**src/rtl/regfile_wb_sequencer.sv**
```systemverilog
// regfile_wb_sequencer
//   Write-port controller for a register file. After reset, or on clear_req,
//   it sweeps zeroes into every implemented register. Otherwise it shares the
//   single write port between two write-back requesters (wb0, wb1). Arbitration
//   is round-robin, and each requester uses a valid/ready handshake.
//
// Ports
//   clk, reset              clock (rising edge), asynchronous active-high reset
//   clear_req               one-cycle request to zero all registers
//   busy                    high while the clear sweep is running
//   wbN_valid/ready         handshake for requester N (N = 0, 1)
//   wbN_addr/data           destination register and data for requester N
//   rf_write_en/waddr/wdata registered write port to the register file
//   wb_addr_err             one-cycle pulse: an accepted write targeted a
//                           register at or above NUM_REGS
module regfile_wb_sequencer #(
  parameter int DATA_WIDTH    = 64,
  parameter int LOG2_NUM_REGS = 5,
  parameter int NUM_REGS      = 32
) (
  input  logic                     clk,
  input  logic                     reset,
  input  logic                     clear_req,
  output logic                     busy,
  input  logic                     wb0_valid,
  output logic                     wb0_ready,
  input  logic [LOG2_NUM_REGS-1:0] wb0_addr,
  input  logic [DATA_WIDTH-1:0]    wb0_data,
  input  logic                     wb1_valid,
  output logic                     wb1_ready,
  input  logic [LOG2_NUM_REGS-1:0] wb1_addr,
  input  logic [DATA_WIDTH-1:0]    wb1_data,
  output logic                     rf_write_en,
  output logic [LOG2_NUM_REGS-1:0] rf_waddr,
  output logic [DATA_WIDTH-1:0]    rf_wdata,
  output logic                     wb_addr_err
);

  typedef enum logic {CLEAR, ARB} state_t;

  // The range check uses one extra bit, so NUM_REGS == 2**LOG2_NUM_REGS is representable.
  localparam logic [LOG2_NUM_REGS-1:0] LAST_IDX   = LOG2_NUM_REGS'(NUM_REGS - 1);
  localparam logic [LOG2_NUM_REGS:0]   NUM_REGS_W = (LOG2_NUM_REGS + 1)'(NUM_REGS);

  state_t                     state_q, state_d;
  logic [LOG2_NUM_REGS-1:0]   clr_cnt_q, clr_cnt_d;
  logic                       last_grant_q, last_grant_d;  // 0 = wb0, 1 = wb1
  logic                       rf_write_en_q, rf_write_en_d;
  logic [LOG2_NUM_REGS-1:0]   rf_waddr_q, rf_waddr_d;
  logic [DATA_WIDTH-1:0]      rf_wdata_q, rf_wdata_d;
  logic                       wb_addr_err_q, wb_addr_err_d;
  logic [LOG2_NUM_REGS-1:0]   sel_addr;
  logic [DATA_WIDTH-1:0]      sel_data;

  always_ff @(posedge clk or posedge reset) begin
    if (reset) begin
      state_q       <= CLEAR;
      clr_cnt_q     <= '0;
      last_grant_q  <= 1'b1;
      rf_write_en_q <= 1'b0;
      rf_waddr_q    <= '0;
      rf_wdata_q    <= '0;
      wb_addr_err_q <= 1'b0;
    end else begin
      state_q       <= state_d;
      clr_cnt_q     <= clr_cnt_d;
      last_grant_q  <= last_grant_d;
      rf_write_en_q <= rf_write_en_d;
      rf_waddr_q    <= rf_waddr_d;
      rf_wdata_q    <= rf_wdata_d;
      wb_addr_err_q <= wb_addr_err_d;
    end
  end

  always_comb begin
    state_d       = state_q;
    clr_cnt_d     = clr_cnt_q;
    last_grant_d  = last_grant_q;
    rf_write_en_d = 1'b0;
    rf_waddr_d    = rf_waddr_q;
    rf_wdata_d    = rf_wdata_q;
    wb_addr_err_d = 1'b0;
    wb0_ready     = 1'b0;
    wb1_ready     = 1'b0;
    sel_addr      = wb0_addr;
    sel_data      = wb0_data;

    case (state_q)
      CLEAR: begin
        rf_write_en_d = 1'b1;
        rf_waddr_d    = clr_cnt_q;
        rf_wdata_d    = '0;
        if (clr_cnt_q == LAST_IDX) begin
          state_d   = ARB;
          clr_cnt_d = '0;
        end else begin
          clr_cnt_d = clr_cnt_q + LOG2_NUM_REGS'(1);
        end
      end
      ARB: begin
        if (clear_req) begin
          // A clear request takes priority over pending writes. Nothing is granted this cycle.
          state_d = CLEAR;
        end else begin
          if (wb0_valid && wb1_valid) begin
            // Both requesters are valid: grant the one that did not win last time.
            wb0_ready = last_grant_q;
            wb1_ready = ~last_grant_q;
          end else begin
            wb0_ready = wb0_valid;
            wb1_ready = wb1_valid;
          end
          if (wb1_ready) begin
            sel_addr = wb1_addr;
            sel_data = wb1_data;
          end
          if (wb0_ready || wb1_ready) begin
            last_grant_d = wb1_ready;
            // Out-of-range writes are still accepted. They are dropped and flagged instead of written.
            if ({1'b0, sel_addr} < NUM_REGS_W) begin
              rf_write_en_d = 1'b1;
              rf_waddr_d    = sel_addr;
              rf_wdata_d    = sel_data;
            end else begin
              wb_addr_err_d = 1'b1;
            end
          end
        end
      end
      default: state_d = CLEAR;
    endcase
  end

  assign busy        = (state_q == CLEAR);
  assign rf_write_en = rf_write_en_q;
  assign rf_waddr    = rf_waddr_q;
  assign rf_wdata    = rf_wdata_q;
  assign wb_addr_err = wb_addr_err_q;

endmodule
```
**config.mk**
```make
export PLATFORM = sky130hd
export DESIGN_NAME = regfile_wb_sequencer
export DESIGN_NICKNAME = d
export VERILOG_FILES = /design/src/rtl/regfile_wb_sequencer.sv
export SDC_FILE = /design/constraint.sdc
export NUM_CORES = 1
export LEC_CHECK = 0
export CAP_MARGIN = 20
export CELL_PAD_IN_SITES_DETAIL_PLACEMENT = 0
export CELL_PAD_IN_SITES_GLOBAL_PLACEMENT = 1
export CORE_AREA = 2 2 117 119
export CTS_CLUSTER_SIZE = 20
export DETAILED_ROUTE_END_ITERATION = 12
export DIE_AREA = 0 0 119 121
export PLACE_DENSITY_LB_ADDON = 0.1
export SLEW_MARGIN = 25
export SYNTH_ARGS = -nofsm -noshare
export SYNTH_HDL_FRONTEND = slang
export SYNTH_SLANG_ARGS = --single-unit
```
**constraint.sdc**
```tcl
create_clock -name clk -period 3.1 [get_ports clk]
set_input_delay 0.62 -clock clk [delete_from_list [all_inputs] [get_ports clk]]
set_output_delay 0.62 -clock clk [all_outputs]
set_load 0.05 [all_outputs]
```
; ---- Word-level counts from Yosys, hierarchy flattened
; Index checks and enable logic that the tools add are counted.
[totals]
reg_bits = 77
inputBits = 143
output_inout_bits = 74
[classes]
n_addsub = 1
eq_ne = 3
muxes = 25
n_bitwise = 3
reduce_logical = 4
[ops]
columns = cell, n
row1 = $mux W64, 3
row2 = $pmux W64 S2, 1
row3 = $mux W5, 4
row4 = $mux W1, 14
row5 = $pmux W5 S2, 1
row6 = $add A5 B1 Y5 const B, 1
row7 = $eq A5 B5 Y1 const B, 1
row8 = $pmux W1 S2, 2
row9 = $not A1 Y1, 3
row10 = $reduce_and A3 Y1, 1
row11 = $ne A2 B1 Y1 const B, 1
row12 = $ne A2 B2 Y1 const B, 1
row13 = $reduce_and A2 Y1, 1
row14 = $logic_and A1 B1 Y1, 1
row15 = $logic_or A1 B1 Y1, 1

; ---- Depth between registers and ports, before layout
; Gate-level depths: netlist (run 1).
[logic_depth]
depth_word = 8
mapped_depth = 5

; ---- Worst setup path before layout (run 1)
; OpenSTA, ideal clock, no wires.
[synth_timing]
path_type = input to output
from = input port clear_req
to = output port wb0_ready
t_arrival_ps = 1516
required_time_ps = 2480
slack_ps = 964
stages = 3
n_path_buf = 1
cell_sequence = nand3b_1 > nor2_1 > clkbuf_1
[synth_between]
elab_chain_cells = 2
[synth_rtl]
columns = item, line
row1 = "start, declared", 23  ; input logic clear_req,
row2 = $mux W1, 101  ; if (clear_req) begin
row3 = $mux W1, 88  ; case (state_q)
row4 = "end, declared", 26  ; output logic wb0_ready,
; Every way passes these cells.

; ---- Final worst setup path (run 1)
[layout_timing]
from = input port wb1_valid
to = output port wb1_ready
[layout_between]
elab_chain_cells = 6
[layout_rtl]
columns = item, line
row1 = "start, declared", 29  ; input logic wb1_valid,
row2 = $logic_and A1 B1 Y1, 105  ; if (wb0_valid && wb1_valid) begin
row3 = $mux W1 (*), 105
row4 = $mux W1 (*), 101
row5 = $mux W1 (*), 88
row6 = $mux W1 (*), 101
row7 = $mux W1 (*), 88
row8 = "end, declared", 30  ; output logic wb1_ready,
; Every way passes the cells marked *; elsewhere a longest branch is shown, timed or not. The select of a mux whose other input is x is not followed.

==> results of run 1 <==
## synth_stat cells (2+ instances only)
cell type / count
a21o_1: 2
a221o_1: 64
and3_1: 65
buf_2: 9
buf_4: 2
buf_6: 5
clkbuf_1: 14
dfrtp_1: 76
ha_1: 3
inv_1: 2
mux2_2: 2
mux2i_1: 15
nand2_1: 3
nor2_1: 3
nor2b_1: 2
o21ai_0: 2
o21bai_1: 3
## final timing paths
check / cells past startpoint / to / from / slack (ns)
max: 4 / wb1_ready / wb1_valid / 0.58
min: 2 / clr_cnt_q[3] / clr_cnt_q[3] / 0.54
max reg2reg: 4 / rf_wdata[43] / last_grant_q / 1.30
min reg2reg: 2 / clr_cnt_q[3] / clr_cnt_q[3] / 0.54
max in group asynchronous: 3 / rf_wdata[39] / reset / 1.71
min in group asynchronous: 2 / rf_wdata[1] / reset / 0.72
## metrics by stage
step / cells / setup slack (ns) / cell area (µm²)
floorplan: 281 / 0.515 / 3500
global placement: 648 / 0.545 / 5820
detailed placement: 648 / 0.526 / 5820
CTS: 663 / 0.586 / 6080
global route: 663 / 0.500 / 6080
finish: 663 / 0.582 / 6080
## sequential cells by signal, indices dropped and copies added (netlist names)
| signal | count |
|---|---|
| rf_wdata | 64 |
| state_q | 1 |
| clr_cnt_q | 5 |
| rf_write_en | 1 |
| rf_waddr | 5 |
| last_grant_q | 1 |
## per-layer routing
| metal | vias up | GRT usage |
|---|---|---|
| met2 | 126 | 0.281 |
| met1 | 1599 | 0.229 |
| met4 | 0 | 0.0714 |
| met5 | - | 0 |
| met3 | 16 | 0.0493 |
| li1 | 1522 | - |
## area by class of cell
class | instances | area [µm²] | share of cell area
inverters | 2 | 8.76 | 0.00144
repair buffers | 221 | 2240 | 0.369
multi-input cells | 172 | 1420 | 0.234
clock inverters | 2 | 10.0 | 0.00165
flip-flops and latches | 77 | 1930 | 0.317
clock buffers | 13 | 250 | 0.0412
well taps | 176 | 220 | 0.0362
## logic make-up after synthesis
family | count (synthesis)
simple gates | 77
flops | 77
compound gates | 74
buf+inv | 32
mux | 17
fa+ha+maj | 3
other cells | 1
## critical path, cell delays in order
cell and delay (ns):
clkdlybuf4s50_1 0.58, a21boi_4 0.32, and2_2 0.23, buf_12 0.14
## report_power, final
group | switching [mW] | internal (mW) | total, mW
clock network | 0.398 | 0.558 | 0.956
registers | 0.0829 | 1.11 | 1.19
logic | 0.464 | 0.397 | 0.861
total | 0.945 | 2.06 | 3.01
==> impl_metrics.ini, run 1 <==
[clock_network]
cts_setup_buffers = 0
post_cts_resized = 0
cts_tree = done
clk_path_buf_depth = 2
clk_pin_slew_ns = 0.05
postCtsHoldBufs = 0
cts_buffers = 9
cts_root_buffer = clkbuf_16
htreeDepth = 3
clock_latency_ns = 0.33
clock-sinks = 77

[drt]
wl_met1_um = 5280
vias_per_cell = 4.92
dr.pass1.iters = 4
drt-total-wl_um = 12500
ant_nets = 0
wl_met3_um = 879
drtIter0Drc = 269
top_layer_used = met4
drc = 0
wl_per_cell_um = 18.9
routed-wl-met2_um = 6070
vias = 3263

[synth]
synthFlopType = dfrtp_1
synth_area_leaders = dfrtp_1, a221o_1, and3_1
synth_edf_count = 0
muxShareOfSynthArea = 0.0493
netlist_instances = 281
synth_seq_cells = 77
synthesis.area_um2 = 3500
yosysWarnings = 0
yosysSeqAreaShare = 0.550
yosysTopAreaCellShare = 0.543
synth_compound_area_frac = 0.206
synth_top_family_by_area = compound AO/OA/AOI/OAI gates
synth_xor_area_frac = 0
synthAdderAreaFrac = 0.0107
postSynthNetCount = 427
ys_async_sr_fraction = 1.00
synth_cell_types = 26
avgSynthCellArea_um2 = 12.5
yosys.area_share.simple = 0.133
yosysTopAreaCell = dfrtp_1

[final_layout]
syn_to_final_growth_pct = 73.5
layout_commonest_cell = clkdlybuf4s50_1
final_core_util = 0.465
n_antenna_cell = 0
drive_gt1_frac = 0.0595
most-common-layout-cells = clkdlybuf4s50_1, dfrtp_1, and3_1
nets = 629
nFillCells = 1188

[floorplan]
die_height_um = 121
start_util = 0.268
rows = 42
ios = 217
design.core.area_um2 = 13100
die_width_um = 119
die_area_um2 = 14400

[grt]
antenna_found_initial = 0
grt-ovfl-total = 0
grt_max_degree = 71
grtUsageTotal = 0.177
grt_pass1_vias = 3415
grt_pass1_wl_um = 19700

[setup_path]
cp.required_ns = 2.48
worstPathMaxFanout = 6
path_class = in -> out
arrival_ns = 1.90
worstSetupEndpointType = output port
worst_setup_path_start_kind = input pin

[sta]
fmax_ghz = 0.397
grt_setup_unrepaired = no
setup_viol = 0
fin_worst_skew_ns = 0.00451
fin_crit_sh = 0.812
setup_tns_ns = 0
max-slew-margin-rel = 0.495
slew_viol_final = 0
tightest_slew_ns = 0.758
holdWs_ns = 0.539
fin_crit_ns = 2.52
hold_violations = 0

[run]
drv_cap = 0

[power_and_ir_drop]
p_per_area_nw_per_um2 = 495
power.total_mw = 3.01
vdd_drop_max_uv = 307
leakage_nw = 2.85

[place]
place_congestion = 0.762
io_buffers = 215
hpwl_um = 8400

[worst_hold_path]
hp-class = reg -> reg

[outcome]
status = finished clean
(Power assumes the default switching activity.)
==> run 2, diff against run 1 <==
clock period = 2.5 ns   (was 3.1 ns; I/O delays follow)
==> run 2 against run 1 <==
Non-clock buffer count increased by 7. Sequential share of layout area decreased by 0.83 points. Critical path depth unchanged. Die area unchanged. Largest power group is now the clock network.
==> impl_metrics.ini, run 2 (synthesis results as in run 1) <==
[outcome]
status = finished clean

[setup_path]
worstPathMaxFanout = 4
cp.required_ns = 2.00
worst_setup_path_start_kind = input pin
arrival_ns = 1.67
worstSetupEndpointType = output port
path_class = in -> out

[clock_network]
cts_buffers = 9
cts_root_buffer = clkbuf_16
clock-sinks = 77
cts_setup_buffers = 0
clk_path_buf_depth = 2
cts_tree = done
clock_latency_ns = 0.33
htreeDepth = 3
post_cts_resized = 0
postCtsHoldBufs = 0
clk_pin_slew_ns = 0.06

[final_layout]
nFillCells = 1170
syn_to_final_growth_pct = 78.2
drive_gt1_frac = 0.0828
most-common-layout-cells = clkdlybuf4s50_1, dfrtp_1, and3_1
nets = 636
largest_reg_flops = 64
layout_commonest_cell = clkdlybuf4s50_1
n_antenna_cell = 0

[grt]
grt_pass1_wl_um = 18900
grt-ovfl-total = 0
grt_pass1_vias = 3461
grtUsageTotal = 0.168
antenna_found_initial = 0
grt_max_degree = 54

[drt]
ant_nets = 0
drtIter0Drc = 222
drc = 0
wl_per_cell_um = 18.3
drt-total-wl_um = 12300
dr.pass1.iters = 6
vias_per_cell = 4.93
vias = 3307

[sta]
fmax_ghz = 0.460
hold_violations = 0
fin_ws_ns = 0.327
fin_crit_sh = 0.869
setup_tns_ns = 0
tightest_slew_ns = 0.608
slew_viol_final = 0
grt_setup_unrepaired = no
fin_worst_skew_ns = 0.00391
setup_viol = 0
max-slew-margin-rel = 0.592
fin_crit_ns = 2.17
holdWs_ns = 0.472

[floorplan]
design.core.area_um2 = 13100
start_util = 0.268
die_area_um2 = 14400
die_height_um = 121
die_width_um = 119
rows = 42
ios = 217

[power_and_ir_drop]
switchingPower_mw = 1.20
power.total_mw = 4.18
p_seq_frac = 0.353
power.share.clock = 0.390
p_comb_frac = 0.257
vdd_drop_max_uv = 399
leakage_nw = 2.93
p_per_area_nw_per_um2 = 669
internal_power_mw = 2.98
power_switching_share = 0.288

[place]
io_buffers = 215
dp_slack_ns = 0.216
hpwl_um = 8540
place_congestion = 0.772

[worst_hold_path]
hp-class = in -> async

[run]
drv_cap = 0
## run 2: changes by cell type in the layout (fill, tap and decap cells not counted), sizes merged
cell and delta:
buf +8, bufinv +4, clkdlybuf4s50 -1, clkbuf -3
## run 2: area by class of cell
class / instances / area [µm²] / area share
multi-input combinational: 172 / 1420 / 0.227
inverter: 2 / 8.76 / 0.00140
clock inverter: 6 / 134 / 0.0214
timing repair buffer: 228 / 2290 / 0.367
tap: 176 / 220 / 0.0353
sequential: 77 / 1930 / 0.309
clock buffer: 10 / 239 / 0.0383
## run 2: layer usage
metal / routed length [µm] / track usage / vias up
li1: - / - / 1529
met1: 5220 / 0.216 / 1620
met2: 5970 / 0.269 / 139
met3: 781 / 0.0371 / 19
met4: 323 / 0.0781 / 0
met5: 0 / 0 / -
## run 2: worst max-delay path, cell delays in order
cell	delay [ns]
clkdlybuf4s50_1	0.62
nand3b_1	0.19
nor2_4	0.20
buf_12	0.16
## run 2: power by group through the flow
stage / Combinational (mW) / Sequential, mW / Clock (mW)
3_5_place_dp: 1.08 / 1.49 / 0
5_1_grt: 1.15 / 1.49 / 1.72
4_1_cts: 1.09 / 1.48 / 1.67
3_3_place_gp: 1.07 / 1.49 / 0
6_report: 1.07 / 1.47 / 1.63
2_1_floorplan: 0.336 / 1.73 / 0
## run 2: final timing paths
| path | to | slack [ns] | cells past startpoint | startpoint |
|---|---|---|---|---|
| min in group clk | clr_cnt_q[3] | 0.57 | 2 | clr_cnt_q[3] |
| worst max-delay path | wb0_ready | 0.33 | 4 | wb0_valid |
| worst max register to register | rf_wdata[36] | 0.84 | 4 | last_grant_q |
| worst min register to register | clr_cnt_q[3] | 0.57 | 2 | clr_cnt_q[3] |
| worst min-delay path | rf_wdata[14] | 0.47 | 2 | reset |
| max in group asynchronous | rf_wdata[27] | 1.50 | 3 | reset |
## run 2: metrics by stage
step	area, µm²	util	std cells
floorplan	3500	-	281
CTS	6240	0.477	671
finish	6240	0.477	671
global placement	5870	0.449	655
detailed placement	5870	0.449	655
global route	6240	0.477	671
==> run 3, diff against run 2 <==
ABC_AREA = 1   (was not set)
CORE_AREA = 2 2 127 129   (was 2 2 117 119)
DIE_AREA = 0 0 129 131   (was 0 0 119 121)
==> run 3 against run 2 <==
Synthesized cell count increased by 110%. Setup slack got worse by 0.083 ns. Cell count increased by 49%. Core utilization is 4.1 points lower. Critical path type unchanged. Routed wire length up 12%. First-iteration DRC count is 1.8% lower. Hold slack improved by 0.043 ns. Via count is 31% higher. Maximum frequency decreased by 3.7%. Global-route usage fell by 0.68 points. Highest routed layer unchanged. Design area grew 8.9%. Sequential share of layout area is 2.5 points lower.
==> impl_metrics.ini, run 3 <==
[outcome]
status = finished clean

[synth]
synth_most_common_cell = nand2_1
synth_edf_count = 0
yosysTopAreaCellShare = 0.461
synth_area_leaders = dfrtp_1, nand2_1, nand3_1
yosysSeqAreaShare = 0.467
avgSynthCellArea_um2 = 7.09
synthFlopType = dfrtp_1
ys_async_sr_fraction = 1.00
synthTopCellsByCount = nand2_1, nand3_1, inv_1
postSynthNetCount = 728
synth_seq_cells = 77
yosysTopAreaCell = dfrtp_1
yosysWarnings = 0
netlist_instances = 582
synthesis.area_um2 = 4130
synth_cell_types = 23

[clock_network]
clk_path_buf_depth = 2
post_cts_resized = 0
cts_tree = done
cts_setup_buffers = 0
cts_root_buffer = clkbuf_16
cts_buffers = 9
postCtsHoldBufs = 0
clk_pin_slew_ns = 0.06
clock-sinks = 77
clock_latency_ns = 0.34
htreeDepth = 3

[sta]
max-slew-margin-rel = 0.570
slew_viol_final = 0
fin_crit_sh = 0.902
setup_viol = 0
holdWs_ns = 0.515
grt_setup_unrepaired = no
tightest_slew_ns = 0.644
hold_violations = 0
fin_worst_skew_ns = 0.00606
fmax_ghz = 0.443
setup_tns_ns = 0
fin_crit_ns = 2.26

[setup_path]
r2r_start = last_grant_q
setup.worst_path.start = wb1_valid
arrival_ns = 1.76
cp.required_ns = 2.00
worst_setup_path_start_kind = input pin
path_class = in -> out
worstPathMaxFanout = 9
worstSetupEndpointType = output port

[final_layout]
n_antenna_cell = 0
drive_gt1_frac = 0.0409
syn_to_final_growth_pct = 64.8
fin_area_um2 = 6800
layout_commonest_cell = clkdlybuf4s50_1
most-common-layout-cells = clkdlybuf4s50_1, nand2_1, nand3_1
largest_reg_flops = 64
nets = 923
fin_cells = 998

[floorplan]
die_area_um2 = 16900
rows = 46
ios = 217
start_util = 0.264
die_width_um = 129
die_height_um = 131
design.core.area_um2 = 15600

[drt]
vias = 4341
dr.pass1.iters = 4
drc = 0
drtIter0Drc = 218
ant_nets = 0
drt-total-wl_um = 13800
vias_per_cell = 4.35
wl_per_cell_um = 13.8

[place]
io_buffers = 215
place_inst = 982
place_congestion = 0.786
dpl-instance-area_um2 = 6500
hpwl_um = 9020

[grt]
grt_pass1_wl_um = 21300
grt_max_degree = 134
grt_pass1_vias = 4217
grt-ovfl-total = 0
antenna_found_initial = 0
grtUsageTotal = 0.161

[run]
drv_cap = 0

[power_and_ir_drop]
vdd_drop_max_uv = 305
p_per_area_nw_per_um2 = 675
leakage_nw = 3.13

[worst_hold_path]
min_from = rf_wdata[31]
hp-class = reg -> reg
==> run 3: cell count changes after synthesis, sizes merged, moves of 4 or more <==
cell / previous run / this run
nor2: 3 / 72
nand3: 1 / 85
inv: 2 / 80
clkbuf: 14 / 10
o21ai: 3 / 65
mux2i: 15 / 0
nand2: 3 / 154
buf: 16 / 28
a221o: 64 / 0
and3: 65 / 0
==> run 3: path summary, 6_finish.rpt <==
kind	to	depth (start not counted)	slack, ns
setup reg to reg	rf_wdata[47]	6	0.83
hold reg to reg	rf_wdata[31]	2	0.51
max in group asynchronous	clr_cnt_q[3]	3	1.55
hold / removal	rf_wdata[31]	2	0.51
min in group asynchronous	rf_wdata[9]	3	0.60
setup / recovery	wb1_ready	4	0.24
==> run 3: power by group <==
part	leakage [nW]	total (mW)	internal (mW)	switching, mW
Sequential	1.04	1.54	1.42	0.112
Clock	0.149	1.31	0.810	0.501
Combinational	1.94	1.74	0.639	1.10
==> run 3: kinds of logic (layout without fill, tap and decap cells) <==
group / after synthesis / in the layout / synth area share
other: 1 / 1 / 0.000909
adders and majority gates: 3 / 3 / 0.00910
xor gates and xnor gates: 1 / 1 / 0.00212
DFF: 77 / 77 / 0.467
buffers and inverters: 119 / 319 / 0.123
and+or+nand+nor: 312 / 312 / 0.312
AOI/OAI and AO/OA: 69 / 69 / 0.0855
==> run 3: metrics by stage <==
step	total power, mW	worst slack, ns	util
floorplan	2.63	0.0350	-
global placement	3.29	0.259	0.417
detailed placement	3.31	0.236	0.417
CTS	4.66	0.217	0.436
global route	4.87	0.184	0.436
finish	4.59	0.244	0.436
==> run 3: final cells by class <==
type	instances	area (µm²)
flip-flops and latches	77	1930
fillers	1588	8800
well taps	216	270
clock buffers	16	302
inverters	81	305
repair buffers	222	2280
multi-input cells	386	1710
==> run 3: critical path: stages <==
cell             delay (ns)
clkdlybuf4s50_1        0.75
nand2_4                0.10
nor2_1                 0.22
buf_12                 0.18
==> run 3: layer usage <==
layer / part of all wire / up-vias / GRT usage
li1: - / 2188 / -
met1: 0.45 / 1977 / 0.207
met2: 0.44 / 154 / 0.244
met3: 0.087 / 22 / 0.0562
met4: 0.023 / 0 / 0.0735
met5: 0 / - / 0
